--- config.mk ---
export PLATFORM = sky130hd
export DESIGN_NAME = rca_share_sched
export DESIGN_NICKNAME = d
export VERILOG_FILES = /design/src/rtl/rca_share_sched.sv
export SDC_FILE = /design/constraint.sdc
export NUM_CORES = 1
export LEC_CHECK = 0
export CAP_MARGIN = 15
export CORE_MARGIN = 3
export CORE_UTILIZATION = 45
export CTS_CLUSTER_SIZE = 12
export DETAILED_ROUTE_END_ITERATION = 16
export HOLD_SLACK_MARGIN = 0.12
export PLACE_DENSITY = 0.8
export SLEW_MARGIN = 10
export SYNTH_ARGS = -nofsm -noshare
export SYNTH_HDL_FRONTEND = slang
export SYNTH_SLANG_ARGS = --single-unit
--- constraint.sdc ---
create_clock -name clk -period 3.3 [get_ports clk]
set_input_delay 0.33 -clock clk [delete_from_list [all_inputs] [get_ports clk]]
set_output_delay 0.33 -clock clk [all_outputs]
set_load 0.05 [all_outputs]
--- src/rtl/rca_share_sched.sv ---
// Two-port round-robin add scheduler that time-shares one 4-bit ripple-carry slice.
// Operands are processed LS nibble first over WIDTH/4 cycles with a registered carry.
module rca_share_sched #(
    parameter int unsigned WIDTH = 16
) (
    input  logic             clk,
    input  logic             rst_n,
    input  logic             req0_valid,
    output logic             req0_ready,
    input  logic [WIDTH-1:0] req0_a,
    input  logic [WIDTH-1:0] req0_b,
    input  logic             req0_cin,
    input  logic             req1_valid,
    output logic             req1_ready,
    input  logic [WIDTH-1:0] req1_a,
    input  logic [WIDTH-1:0] req1_b,
    input  logic             req1_cin,
    output logic             rsp_valid,
    input  logic             rsp_ready,
    output logic             rsp_id,
    output logic [WIDTH-1:0] rsp_sum,
    output logic             rsp_cout,
    output logic             busy
);

    localparam int unsigned NSLICE = WIDTH / 4;
    localparam int unsigned KW = (NSLICE > 1) ? $clog2(NSLICE) : 1;
    localparam logic [KW-1:0] KLAST = KW'(NSLICE - 1);

    typedef enum logic [1:0] {StIdle, StAdd, StDone} state_t;

    state_t           state_q;
    logic             ptr_q;
    logic             id_q;
    logic [KW-1:0]    k_q;
    logic             c_q;
    logic [WIDTH-1:0] a_q;
    logic [WIDTH-1:0] b_q;
    logic [WIDTH-1:0] sum_q;

    logic [1:0] vld;
    logic       grant;
    logic       idle;
    logic       accept;
    logic [3:0] slice_a;
    logic [3:0] slice_b;
    logic [3:0] slice_s;
    logic       slice_co;
    logic       carry;

    // Pointer requester wins if it asks, otherwise the other one.
    assign vld    = {req1_valid, req0_valid};
    assign grant  = vld[ptr_q] ? ptr_q : ~ptr_q;
    // Gated by rst_n so the readies read as 0 while reset is held.
    assign idle   = rst_n && (state_q == StIdle);
    assign req0_ready = idle && req0_valid && (grant == 1'b0);
    assign req1_ready = idle && req1_valid && (grant == 1'b1);
    assign accept = req0_ready || req1_ready;

    assign slice_a = a_q[{k_q, 2'b00} +: 4];
    assign slice_b = b_q[{k_q, 2'b00} +: 4];

    // The one shared slice: four full-adder cells in a ripple chain.
    always_comb begin
        carry   = c_q;
        slice_s = '0;
        for (int i = 0; i < 4; i++) begin
            slice_s[i] = slice_a[i] ^ slice_b[i] ^ carry;
            carry      = (slice_a[i] & slice_b[i]) | (carry & (slice_a[i] ^ slice_b[i]));
        end
        slice_co = carry;
    end

    always_ff @(posedge clk or negedge rst_n) begin
        if (!rst_n) begin
            state_q <= StIdle;
            ptr_q   <= 1'b0;
            id_q    <= 1'b0;
            k_q     <= '0;
            c_q     <= 1'b0;
            a_q     <= '0;
            b_q     <= '0;
            sum_q   <= '0;
        end else begin
            unique case (state_q)
                StIdle: begin
                    if (accept) begin
                        a_q     <= grant ? req1_a : req0_a;
                        b_q     <= grant ? req1_b : req0_b;
                        c_q     <= grant ? req1_cin : req0_cin;
                        id_q    <= grant;
                        k_q     <= '0;
                        ptr_q   <= ~grant;
                        state_q <= StAdd;
                    end
                end
                StAdd: begin
                    sum_q[{k_q, 2'b00} +: 4] <= slice_s;
                    c_q <= slice_co;
                    k_q <= k_q + 1'b1;
                    if (k_q == KLAST) begin
                        state_q <= StDone;
                    end
                end
                StDone: begin
                    if (rsp_ready) begin
                        state_q <= StIdle;
                    end
                end
                default: state_q <= StIdle;
            endcase
        end
    end

    assign rsp_valid = (state_q == StDone);
    assign rsp_id    = id_q;
    assign rsp_sum   = sum_q;
    assign rsp_cout  = c_q;
    assign busy      = (state_q != StIdle);

endmodule

After elaboration in Yosys (flattened, before gate mapping)
Index checks and enable logic that the tools add are counted.
Storage, ports and cells
  word-level logic and storage cells: 70
  output and inout port bits: 22
  ROM bits: 0
  flip-flop bits (word level): 55
  bits in writable memories: 0
  memories kept: 0
  bits in latches: 0
Cells by class
  equality and inequality tests: 6
  muxes and demuxes: 15
  bitwise logic cells: 22
  $add $sub $neg: 2
  multipliers: 0
  shift-type cells: 4
  reduce and logical (&&, ||, !) cells: 12
  div/mod/pow operators: 0
  magnitude comparators: 1
Operators by type and width (number)
  2-to-1 mux 16 bit: 2
  indexed part select 16 x 5 -> 4 bit: 2
  bitwise mux 16 bit: 1
  variable shift 4 x 6 -> 16 bit, first input constant: 1
  indexed part select 4 x 6 -> 16 bit: 1
  bitwise AND 1 bit: 8
  2-to-1 mux 2 bit: 4
  XOR 1 bit: 8
  negation 4 -> 6 bit: 1
  case mux 2 bit (3 select lines): 1
  logical AND 1 bit: 5
  2-to-1 mux 1 bit: 5
  == test 2 bit, second input constant: 2
  != test 2 bit, second input constant: 2
  bitwise OR 1 bit: 4
  case mux 2 bit (2 select lines): 1
  AND reduction 2 bit: 2
  nonzero test 2 bit: 2
  AND reduction 3 bit: 1
  adder 2 x 1 -> 2 bit, second input constant: 1
  == test 2 x 1 -> 1 bit, second input constant: 1
  zero test 2 bit: 1
  less-than comparator 1 x 2 -> 1 bit, second input constant: 1
  != test 2 x 1 -> 1 bit, second input constant: 1
  other kinds (3): 4

Longest topological paths before layout
Gate-level depths: netlist (run 1).
  word-level depth: 11
  depth in mapped cells: 12
  mapped depth without buffers: 11

Worst setup path before layout (run 1)
No wires, ideal clock.
  path kind: reg2reg
  from: register k_q[0]
  to: register sum_q[7], in the netlist rsp_sum[7]
  period minus slack after synthesis: 2849 ps
  stages on the path, launching flop included: 11
  data arrival time: 2753 ps
  required time: 3204 ps
  buffers on the path: 2
  library setup time: 96 ps
  path slack: 451 ps
  cell sequence: dfrtp_1 -> buf_2 -> buf_2 -> mux4_2 -> fa_1 -> inv_1 -> fa_1 -> inv_1 -> fa_1 -> nand2b_1 -> o31ai_1
Between the ends
  word-level cells in the longest chain between the ends: 11
RTL lines
  start: declaration: RTL line 35  | logic [KW-1:0] k_q;
  start signal: assignment: RTL line 100  | k_q <= k_q + 1'b1;
  indexed part select 16 x 5 -> 4 bit (on tied branches): RTL line 60, 61
  XOR 1 bit: RTL line 68, 69
  bitwise AND 1 bit: RTL line 69  | carry = (slice_a[i] & slice_b[i]) | (carry & (slice_a[i] ^ slice_b[i]));
  bitwise OR 1 bit: RTL line 69
  bitwise AND 1 bit: RTL line 69
  bitwise OR 1 bit: RTL line 69
  bitwise AND 1 bit: RTL line 69
  bitwise OR 1 bit: RTL line 69
  XOR 1 bit: RTL line 68  | slice_s[i] = slice_a[i] ^ slice_b[i] ^ carry;
  indexed part select 4 x 6 -> 16 bit: RTL line 98  | sum_q[{k_q, 2'b00} +: 4] <= slice_s;
  bitwise mux 16 bit *: RTL line 98
  end signal: indexed assignment: RTL line 98
  end: declaration: RTL line 39  | logic [WIDTH-1:0] sum_q;
Every way passes the cells marked *; elsewhere a longest branch is shown, timed or not.
A chain may end at the register's enable or synchronous reset.

Worst setup path after layout (run 1)
Same ends and word-level chain as after synthesis.

==> summary.txt, run 1 <==
most frequent cell after synthesis: dfrtp_1
Tcrit/Tclk final: 0.865
initial detailed-routing violation count: 220
H-tree levels: 2
ratio of cells with drive above 1 in the final layout: 0.0895
worst setup margin: 0.445 ns
status: finished clean
critical path fanouts, max: 14
CTS buffer count: 5
initial core utilization: 0.479
hold buffers post-CTS: 0
Setup Skew: 0.00804 ns
Overall Global Routing Usage: 0.200
final hold vios: 0
Yosys warning count: 0
routability congestion estimate: 0.827
Inserted Diodes: 0
synthesis-stage register bit count: 55
Synth Area in Simple Gates: 0.0760
DR vias/cell: 5.63
setup_tns: 0 ns
Pleak: 1.79 nW
final setup fails: 0
Main synth FF type: dfrtp_1
Root Buffer Master: clkbuf_8
Worst VDD drop: 0.447 mV
main combinational cell family by area after synthesis: compound AO/OA/AOI/OAI gates
Core ar.: 5640 µm²
max frequency: 350 MHz
Post-Place Cell Area: 3660 µm²
Synth Area in Adders: 0.0528
Int Power: 1.92 mW
area leader, netlist: dfrtp_1
first-pass GRT wire length: 11.1 mm
Sinks on Clock Net: 55
clk buf depth: 2
post-synthesis cell type count: 29
RSZ-0062 raised after global routing: false
Post-Syn Nets: 313
clock network fraction of total power: 0.120
worst reg-to-reg path cell count: 9
Mapped Cells: 233
Reg-to-Reg Start: k_q[0]
WL per Instance: 17.3 µm
critical setup path kind: flip-flop to flip-flop
Sequential Power Share: 0.337
critical path arrival: 3.08 ns
pin count of the biggest net entering global routing: 56
Post-CTS Resized: 0
placed cell count: 388
Critical Path Start Type: flip-flop
Max Cap Viol: 0
Net Sw Frac: 0.442
number of setup buffers added after CTS: 0
worst r2r dst: rsp_sum[7]
design area: 3760 µm²
Final Core Density: 0.667
Post-synth EDFFs: 0
placed wire-length estimate: 5.14 mm
vias in the first global route: 2,288
post-synthesis xor/xnor area fraction: 0
initial antenna violation count: 0
nets: 403
Synth area leaders: dfrtp_1 (51%), a222oi_1 (12%), mux4_2 (6.7%), inv_1 (6.3%), nand2_1 (3.6%)
Max Slew Vio Count: 0
register area share after synthesis: 0.510
Async SR Flop Fraction: 1.00
Final min period: 2.86 ns
final WL: 6.87 mm
Worst slew margin: 0.544
register-to-register setup slack: 0.44 ns
mux cell area share after synthesis: 0.0704
gr ovfl total: 0
Post-Synthesis Cell Area: 2700 µm²
via count: 2,229
die width: 83.5 µm
measured slew at the worst slew-check pin: 0.684 ns
die area: 6970 µm²
syn_area_per_cell: 11.6 µm²
Synth top area share: 0.510
Combinational Power Share: 0.543
clk_lat worst skew: 0.31 ns
die span in y: 83.5 µm
CTS tree: yes
area grow syn2layout: 39.3%
Worst Setup End Kind: flip-flop
drt pass-1 iters: 10
critical path required time: 3.52 ns
register clock-pin slew on the reported worst setup and hold paths: 0.10 ns
ANT nets after route: 0
Post-synth top cells: dfrtp_1 (55), inv_1 (45), a222oi_1 (32)
# DRC: 0
power density cells: 912 nW/µm²
Switching Power: 1.52 mW
I/O Buffers: 92
post-synthesis compound-gate area fraction: 0.184
Worst Hold Class: input pin to asynchronous set/reset pin
Fillers: 425
pre-CTS WS: 0.429 ns
post-route insts no fill: 396
# rows: 27
I/O pin count: 93
state kept, by name, indices dropped and copies added (netlist names):
signal / flops
a_q: 16
rsp_cout: 1
rsp_id: 1
k_q: 2
ptr_q: 1
b_q: 16
rsp_sum: 16
state_q: 2
per-stage QoR:
step                      hold slack (ns)  total power [mW]
after global placement              0.457              2.98
after global routing                0.201              3.68
after detailed placement            0.470              3.03
final                               0.155              3.43
after floorplan                    0.0344              2.43
after CTS                           0.182              3.45
layout make-up:
type,count,area (µm²),share of cell area
multi-input cells,117,1030,0.275
flip-flops and latches,55,1380,0.366
well taps,72,90.1,0.0239
repair buffers,99,988,0.263
clock inverters,1,7.51,0.00200
inverters,45,169,0.0449
clock buffers,7,96.3,0.0256
worst max-delay path: stages (launching register included):
cell	delay, ns
dfrtp_1	0.43
buf_4	0.26
mux4_2	0.54
fa_1	0.44
inv_1	0.08
fa_1	0.16
inv_1	0.05
fa_1	0.49
nand2b_1	0.09
o31ai_1	0.23
logic make-up (layout without fill, tap and decap cells):
kind of cell | after synthesis | count (layout)
buffers and inverters | 61 | 152
adder cells (fa/ha/maj) | 9 | 9
AND/OR/NAND/NOR | 43 | 43
multiplexers | 9 | 9
AO/OA/AOI/OAI | 56 | 56
flip-flops | 55 | 55
worst max-delay path by stage:
| stage | from | endpoint | slack (ns) |
|---|---|---|---|
| after floorplan | k_q[0] | rsp_sum[7] | 0.45 |
| after global placement | k_q[0] | rsp_sum[7] | 0.51 |
| after detailed placement | k_q[0] | rsp_sum[7] | 0.43 |
| after CTS | k_q[0] | rsp_sum[7] | 0.41 |
| after global routing | k_q[0] | rsp_sum[7] | 0.26 |
| final | k_q[0] | rsp_sum[7] | 0.44 |
cell usage in the layout, fill, tap and decap left out, types with 2 or more instances in the layout:
cell / n
fa_1: 4
or2b_1: 2
mux4_2: 8
buf_12: 2
ha_1: 5
clkbuf_8: 7
inv_1: 45
a222oi_1: 32
o41ai_1: 6
nand2_1: 26
clkdlybuf4s50_1: 89
nor2_1: 2
and3_1: 2
nand3_1: 3
dfrtp_1: 55
o21ai_0: 6
o31ai_1: 6
nand2b_1: 4
a22o_1: 2
buf_4: 7
power groups by stage:
stage / Combinational [mW] / Sequential, mW / Clock (mW)
finish: 1.86 / 1.16 / 0.411
floorplan: 1.12 / 1.31 / 0
CTS: 1.87 / 1.16 / 0.418
global placement: 1.82 / 1.16 / 0
global route: 2.04 / 1.19 / 0.449
detailed placement: 1.87 / 1.16 / 0
layer usage:
| layer | global-route usage | up-vias | wire, µm |
|---|---|---|---|
| met1 | 0.269 | 1068 | 2800 |
| met4 | 0.0512 | 0 | 84 |
| met5 | 0 | - | 0 |
| met2 | 0.324 | 122 | 3400 |
| met3 | 0.0523 | 7 | 589 |
| li1 | - | 1032 | - |
No activity file was read; power rests on OpenSTA's default activity.
==> run 2: changes to the inputs <==
SETUP_SLACK_MARGIN = 0.4   (was unset)
==> summary.txt, run 2 (synthesis gave the netlist of run 1 again) <==
status: finished clean (unchanged)
Combinational Power Share: 0.555 (was 0.543)
CTS tree: yes (unchanged)
Net Sw Frac: 0.439 (was 0.442)
drt pass-1 iters: 8 (was 10)
die width: 83.5 µm (unchanged)
initial detailed-routing violation count: 259 (was 220)
DR vias/cell: 5.75 (was 5.63)
Int Power: 1.98 mW (was 1.92 mW)
max frequency: 359 MHz (was 350 MHz)
critical path arrival: 3.00 ns (was 3.08 ns)
Worst slew margin: 0.536 (was 0.544)
pin count of the biggest net entering global routing: 56 (unchanged)
Sinks on Clock Net: 55 (unchanged)
via count: 2,284 (was 2,229)
die span in y: 83.5 µm (unchanged)
ANT nets after route: 0 (unchanged)
gr ovfl total: 0 (unchanged)
Setup Skew: 0.00885 ns (was 0.00804 ns)
I/O pin count: 93 (unchanged)
commonest non-fill, non-tap cell in the layout: clkdlybuf4s50_1 (unchanged)
Core ar.: 5640 µm² (unchanged)
clock network fraction of total power: 0.116 (was 0.120)
Switching Power: 1.55 mW (was 1.52 mW)
Worst path slowest cell: dfrtp_2 (was mux4_2)
most frequent cells in the layout: clkdlybuf4s50_1 (89), dfrtp_1 (54), inv_1 (43) (was clkdlybuf4s50_1 (89), dfrtp_1 (55), inv_1 (45))
Final min period: 2.78 ns (was 2.86 ns)
Sequential Power Share: 0.329 (was 0.337)
RSZ-0062 raised after global routing: false (unchanged)
measured slew at the worst slew-check pin: 0.695 ns (was 0.684 ns)
nets: 404 (was 403)
CP peak stage delay: 0.45 ns (was 0.54 ns)
critical path required time: 3.51 ns (was 3.52 ns)
placed wire-length estimate: 5.14 mm (unchanged)
clk_lat worst skew: 0.31 ns (about the same)
Fillers: 417 (was 425)
most frequent CP cell: inv_1 (was fa_1)
WL per Instance: 17.6 µm (was 17.3 µm)
CTS buffer count: 5 (unchanged)
setup_tns: 0 ns (unchanged)
critical setup path kind: flip-flop to flip-flop (unchanged)
Overall Global Routing Usage: 0.200 (unchanged)
initial antenna violation count: 0 (unchanged)
H-tree levels: 2 (unchanged)
vias in the first global route: 2,288 (unchanged)
Reg-to-Reg Start: k_q[0] (unchanged)
first-pass GRT wire length: 11.1 mm (unchanged)
die area: 6970 µm² (unchanged)
routability congestion estimate: 0.827 (unchanged)
CP startpoint: k_q[0] (unchanged)
Inserted Diodes: 0 (unchanged)
final setup fails: 0 (unchanged)
initial core utilization: 0.479 (unchanged)
ratio of cells with drive above 1 in the final layout: 0.111 (was 0.0895)
FF+latch area: 1380 µm² (about the same)
Worst VDD drop: 0.468 mV (was 0.447 mV)
Worst Hold Class: input pin to asynchronous set/reset pin (unchanged)
Critical Path Start Type: flip-flop (unchanged)
hold slack: 0.162 ns (was 0.155 ns)
# rows: 27 (unchanged)
post-route insts no fill: 397 (was 396)
area occupied by multi-input gates: 1040 µm² (was 1030 µm²)
Tcrit/Tclk final: 0.843 (was 0.865)
hold buffers post-CTS: 0 (unchanged)
final hold vios: 0 (unchanged)
Root Buffer Master: clkbuf_8 (unchanged)
Pleak: 1.79 nW (about the same)
placed cell count: 388 (unchanged)
register clock-pin slew on the reported worst setup and hold paths: 0.10 ns (about the same)
Worst Setup End Kind: flip-flop (unchanged)
Max Slew Vio Count: 0 (unchanged)
worst-path cell chain: mux4_2, inv_2, fa_2, inv_1, fa_2, inv_1, fa_1, inv_1, fa_1, buf_4, a22o_1 (was buf_4, mux4_2, fa_1, inv_1, fa_1, inv_1, fa_1, nand2b_1, o31ai_1)
I/O Buffers: 92 (unchanged)
power density cells: 933 nW/µm² (was 912 nW/µm²)
# DRC: 0 (unchanged)
Max Cap Viol: 0 (unchanged)
final WL: 6.98 mm (was 6.87 mm)
area grow syn2layout: 40.2% (was 39.3%)
clk buf depth: 2 (unchanged)
critical path fanouts, max: 3 (was 14)
## run 2: cell types whose count changed in the layout (fill, tap and decap cells not counted)
cell,previous run,this run
buf_6,0,1
dfrtp_1,55,54
dfrtp_2,0,1
fa_1,4,2
fa_2,0,2
inv_1,45,43
inv_2,0,2
o31ai_1,6,5
o31ai_2,0,1
## run 2: power by group through the flow
stage | combinational [mW] | clock [mW] | sequential [mW]
global placement | 1.82 | 0 | 1.16
detailed placement | 1.87 | 0 | 1.16
CTS | 1.87 | 0.418 | 1.16
global route | 2.14 | 0.449 | 1.19
finish | 1.96 | 0.409 | 1.16
floorplan | 1.12 | 0 | 1.31
## run 2: worst paths after layout
| check | depth (start not counted) | to | slack (ns) |
|---|---|---|---|
| max in group asynchronous | 2 | k_q[0] | 2.65 |
| max | 11 | rsp_sum[3] | 0.52 |
| min | 2 | state_q[1] | 0.16 |
| max reg2reg | 11 | rsp_sum[3] | 0.52 |
| min in group clk | 2 | rsp_sum[5] | 0.49 |
| min reg2reg | 2 | rsp_sum[5] | 0.49 |
## run 2: what timing repair did
| item | in CTS | in global routing |
|---|---|---|
| endpoints found under the hold margin | 0 | 0 |
| gates resized for setup | 0 | 7 |
| setup buffers | 0 | 1 |
| setup endpoints to repair | 0 | 4 |
## run 2: cell type report
type / count / area share
Multi-Input combinational cell: 117 / 0.276
Tap cell: 72 / 0.0238
Timing Repair Buffer: 100 / 0.264
Clock inverter: 1 / 0.00198
Sequential cell: 55 / 0.364
Inverter: 45 / 0.0446
Clock buffer: 7 / 0.0255
## run 2: critical path, delay by kind of cell (launching register included)
family,cells,cell delay (ns)
adder cells (fa/ha/maj),4,1.31
flip-flops,1,0.45
buffers and inverters,5,0.39
multiplexers,1,0.34
AO/OA/AOI/OAI,1,0.18
## run 2: per-layer routing
metal	GRT usage	part of all wire	wire [µm]
met5	0	0	0
met4	0.0512	0.017	121
met3	0.0523	0.088	611
met2	0.324	0.49	3430
met1	0.269	0.40	2820
## run 2: through the flow
stage / power [mW] / cell area [µm²] / util / setup WS [ns]
after floorplan: 2.43 / 2700 / - / 0.451
after global placement: 2.98 / 3660 / 0.648 / 0.506
after detailed placement: 3.03 / 3660 / 0.648 / 0.429
after CTS: 3.45 / 3760 / 0.667 / 0.409
after global routing: 3.78 / 3780 / 0.671 / 0.380
final: 3.53 / 3780 / 0.671 / 0.517
==> run 3: changes to the inputs <==
CORE_UTILIZATION = 41   (was 45)
PLACE_DENSITY = 0.76   (was 0.8)
clock period = 2.3 ns   (was 3.3 ns; I/O delays follow)
==> summary.txt, run 3 (synthesis gave the netlist of run 1 again) <==
area grow syn2layout: 48.1% (was 40.2%)
Critical Path Start Type: flip-flop (unchanged)
Sequential Power Share: 0.306 (was 0.329)
status: finished with violations (was finished clean)
ratio of cells with drive above 1 in the final layout: 0.182 (was 0.111)
ANT nets after route: 0 (unchanged)
failing checks: negative setup slack
# rows: 28 (was 27)
via count: 2,249 (was 2,284)
power density cells: 1360 nW/µm² (was 933 nW/µm²)
clk buf depth: 2 (unchanged)
worst setup margin: -0.451 ns (was 0.517 ns)
Setup Skew: 0.0124 ns (was 0.00885 ns)
H-tree levels: 2 (unchanged)
DR vias/cell: 5.34 (was 5.75)
I/O Buffers: 92 (unchanged)
critical path required time: 2.50 ns (was 3.51 ns)
Core ar.: 6130 µm² (was 5640 µm²)
Max Slew Vio Count: 0 (unchanged)
die area: 7600 µm² (was 6970 µm²)
register clock-pin slew on the reported worst setup and hold paths: 0.10 ns (about the same)
critical setup path kind: flip-flop to flip-flop (unchanged)
setup_tns: -2.36 ns (was 0 ns)
Pleak: 1.93 nW (was 1.79 nW)
pin count of the biggest net entering global routing: 56 (unchanged)
max frequency: 363 MHz (was 359 MHz)
placed cell count: 409 (was 388)
Design Power: 5.43 mW (was 3.53 mW)
first-pass GRT wire length: 11.0 mm (was 11.1 mm)
clk_lat worst skew: 0.31 ns (about the same)
Tcrit/Tclk final: 1.20 (was 0.843)
vias in the first global route: 2,225 (was 2,288)
initial detailed-routing violation count: 219 (was 259)
Combinational Power Share: 0.589 (was 0.555)
Root Buffer Master: clkbuf_8 (unchanged)
Switching Power: 2.32 mW (was 1.55 mW)
Int Power: 3.11 mW (was 1.98 mW)
Final min period: 2.75 ns (was 2.78 ns)
Sinks on Clock Net: 55 (unchanged)
WL per Instance: 16.4 µm (was 17.6 µm)
RSZ-0062 raised after global routing: true (was false)
Final Core Density: 0.652 (was 0.671)
Worst VDD drop: 0.902 mV (was 0.468 mV)
Overall Global Routing Usage: 0.186 (was 0.200)
critical path fanouts, max: 4 (was 3)
post-route insts no fill: 421 (was 397)
final hold vios: 0 (unchanged)
drt pass-1 iters: 6 (was 8)
Max Cap Viol: 0 (unchanged)
gr ovfl total: 0 (unchanged)
measured slew at the worst slew-check pin: 0.675 ns (was 0.695 ns)
initial core utilization: 0.440 (was 0.479)
Worst Setup End Kind: flip-flop (unchanged)
Worst slew margin: 0.550 (was 0.536)
final setup fails: 9 (was 0)
most frequent cells in the layout: clkdlybuf4s50_1 (87), dfrtp_1 (54), inv_1 (41) (was clkdlybuf4s50_1 (89), dfrtp_1 (54), inv_1 (43))
initial antenna violation count: 0 (unchanged)
Worst Hold Class: flip-flop to flip-flop (was input pin to asynchronous set/reset pin)
nets: 425 (was 404)
die width: 87.2 µm (was 83.5 µm)
I/O pin count: 93 (unchanged)
Inserted Diodes: 0 (unchanged)
CTS buffer count: 5 (unchanged)
commonest non-fill, non-tap cell in the layout: clkdlybuf4s50_1 (unchanged)
placed wire-length estimate: 5.18 mm (was 5.14 mm)
critical path arrival: 2.95 ns (was 3.00 ns)
routability congestion estimate: 0.805 (was 0.827)
die span in y: 87.2 µm (was 83.5 µm)
CTS tree: yes (unchanged)
Net Sw Frac: 0.428 (was 0.439)
# DRC: 0 (unchanged)
pre-CTS WS: -0.458 ns (was 0.429 ns)
clock network fraction of total power: 0.105 (was 0.116)
final WL: 6.91 mm (was 6.98 mm)
[run 3: path summary, 6_finish.rpt]
kind	startpoint	endpoint	slack, ns	cells past startpoint
worst max-delay path	k_q[0]	rsp_sum[3]	-0.45	11
worst min-delay path	rsp_sum[8]	rsp_sum[8]	0.48	2
worst max register to register	k_q[0]	rsp_sum[3]	-0.45	11
worst min register to register	rsp_sum[8]	rsp_sum[8]	0.48	2
max in group asynchronous	rst_n	k_q[0]	1.19	3
min in group asynchronous	rst_n	rsp_sum[10]	0.60	3
[run 3: layer usage]
layer	part of all wire	vias up	track usage
li1	-	1075	-
met1	0.44	1073	0.256
met2	0.47	94	0.291
met3	0.074	7	0.0473
met4	0.014	0	0.0572
met5	0	-	0
[run 3: critical path: stages, from the launching register on]
cell	delay, ns
dfrtp_2	0.45
mux4_2	0.35
inv_2	0.04
fa_2	0.35
inv_2	0.06
fa_2	0.18
inv_2	0.04
fa_1	0.34
inv_1	0.08
fa_1	0.43
buf_4	0.15
a22o_1	0.18
[run 3: cell type report]
cell class | count | area, µm²
Fill cell | 474 | 2130
Sequential cell | 55 | 1380
Timing Repair Buffer | 121 | 1180
Multi-Input combinational cell | 117 | 1080
Inverter | 45 | 169
Clock buffer | 8 | 100
Tap cell | 75 | 93.8
[run 3: power groups by stage]
stage	combinational [mW]	sequential [mW]	clock, mW
6_report	3.20	1.66	0.568
5_1_grt	3.49	1.71	0.618
4_1_cts	3.07	1.66	0.581
3_5_place_dp	2.92	1.67	0
3_3_place_gp	2.86	1.66	0
2_1_floorplan	1.66	1.88	0
[run 3: repair_timing]
| action | 4_1_cts | 5_1_grt |
|---|---|---|
| resized for setup | 13 | 9 |
| buffers inserted | 2 | 1 |
| hold endpoints to repair | 55 | 0 |
| hold buffers | 1 | 0 |
| pin swaps | 2 | 1 |
| setup endpoints to repair | 19 | 19 |
[run 3: metrics by stage]
step           hold slack [ns]  cell area (µm²)
2_1_floorplan          -0.0656             2720
3_3_place_gp             0.420             3800
4_1_cts                  0.487             3960
3_5_place_dp             0.422             3800
5_1_grt                  0.523             4000
6_report                 0.483             4000
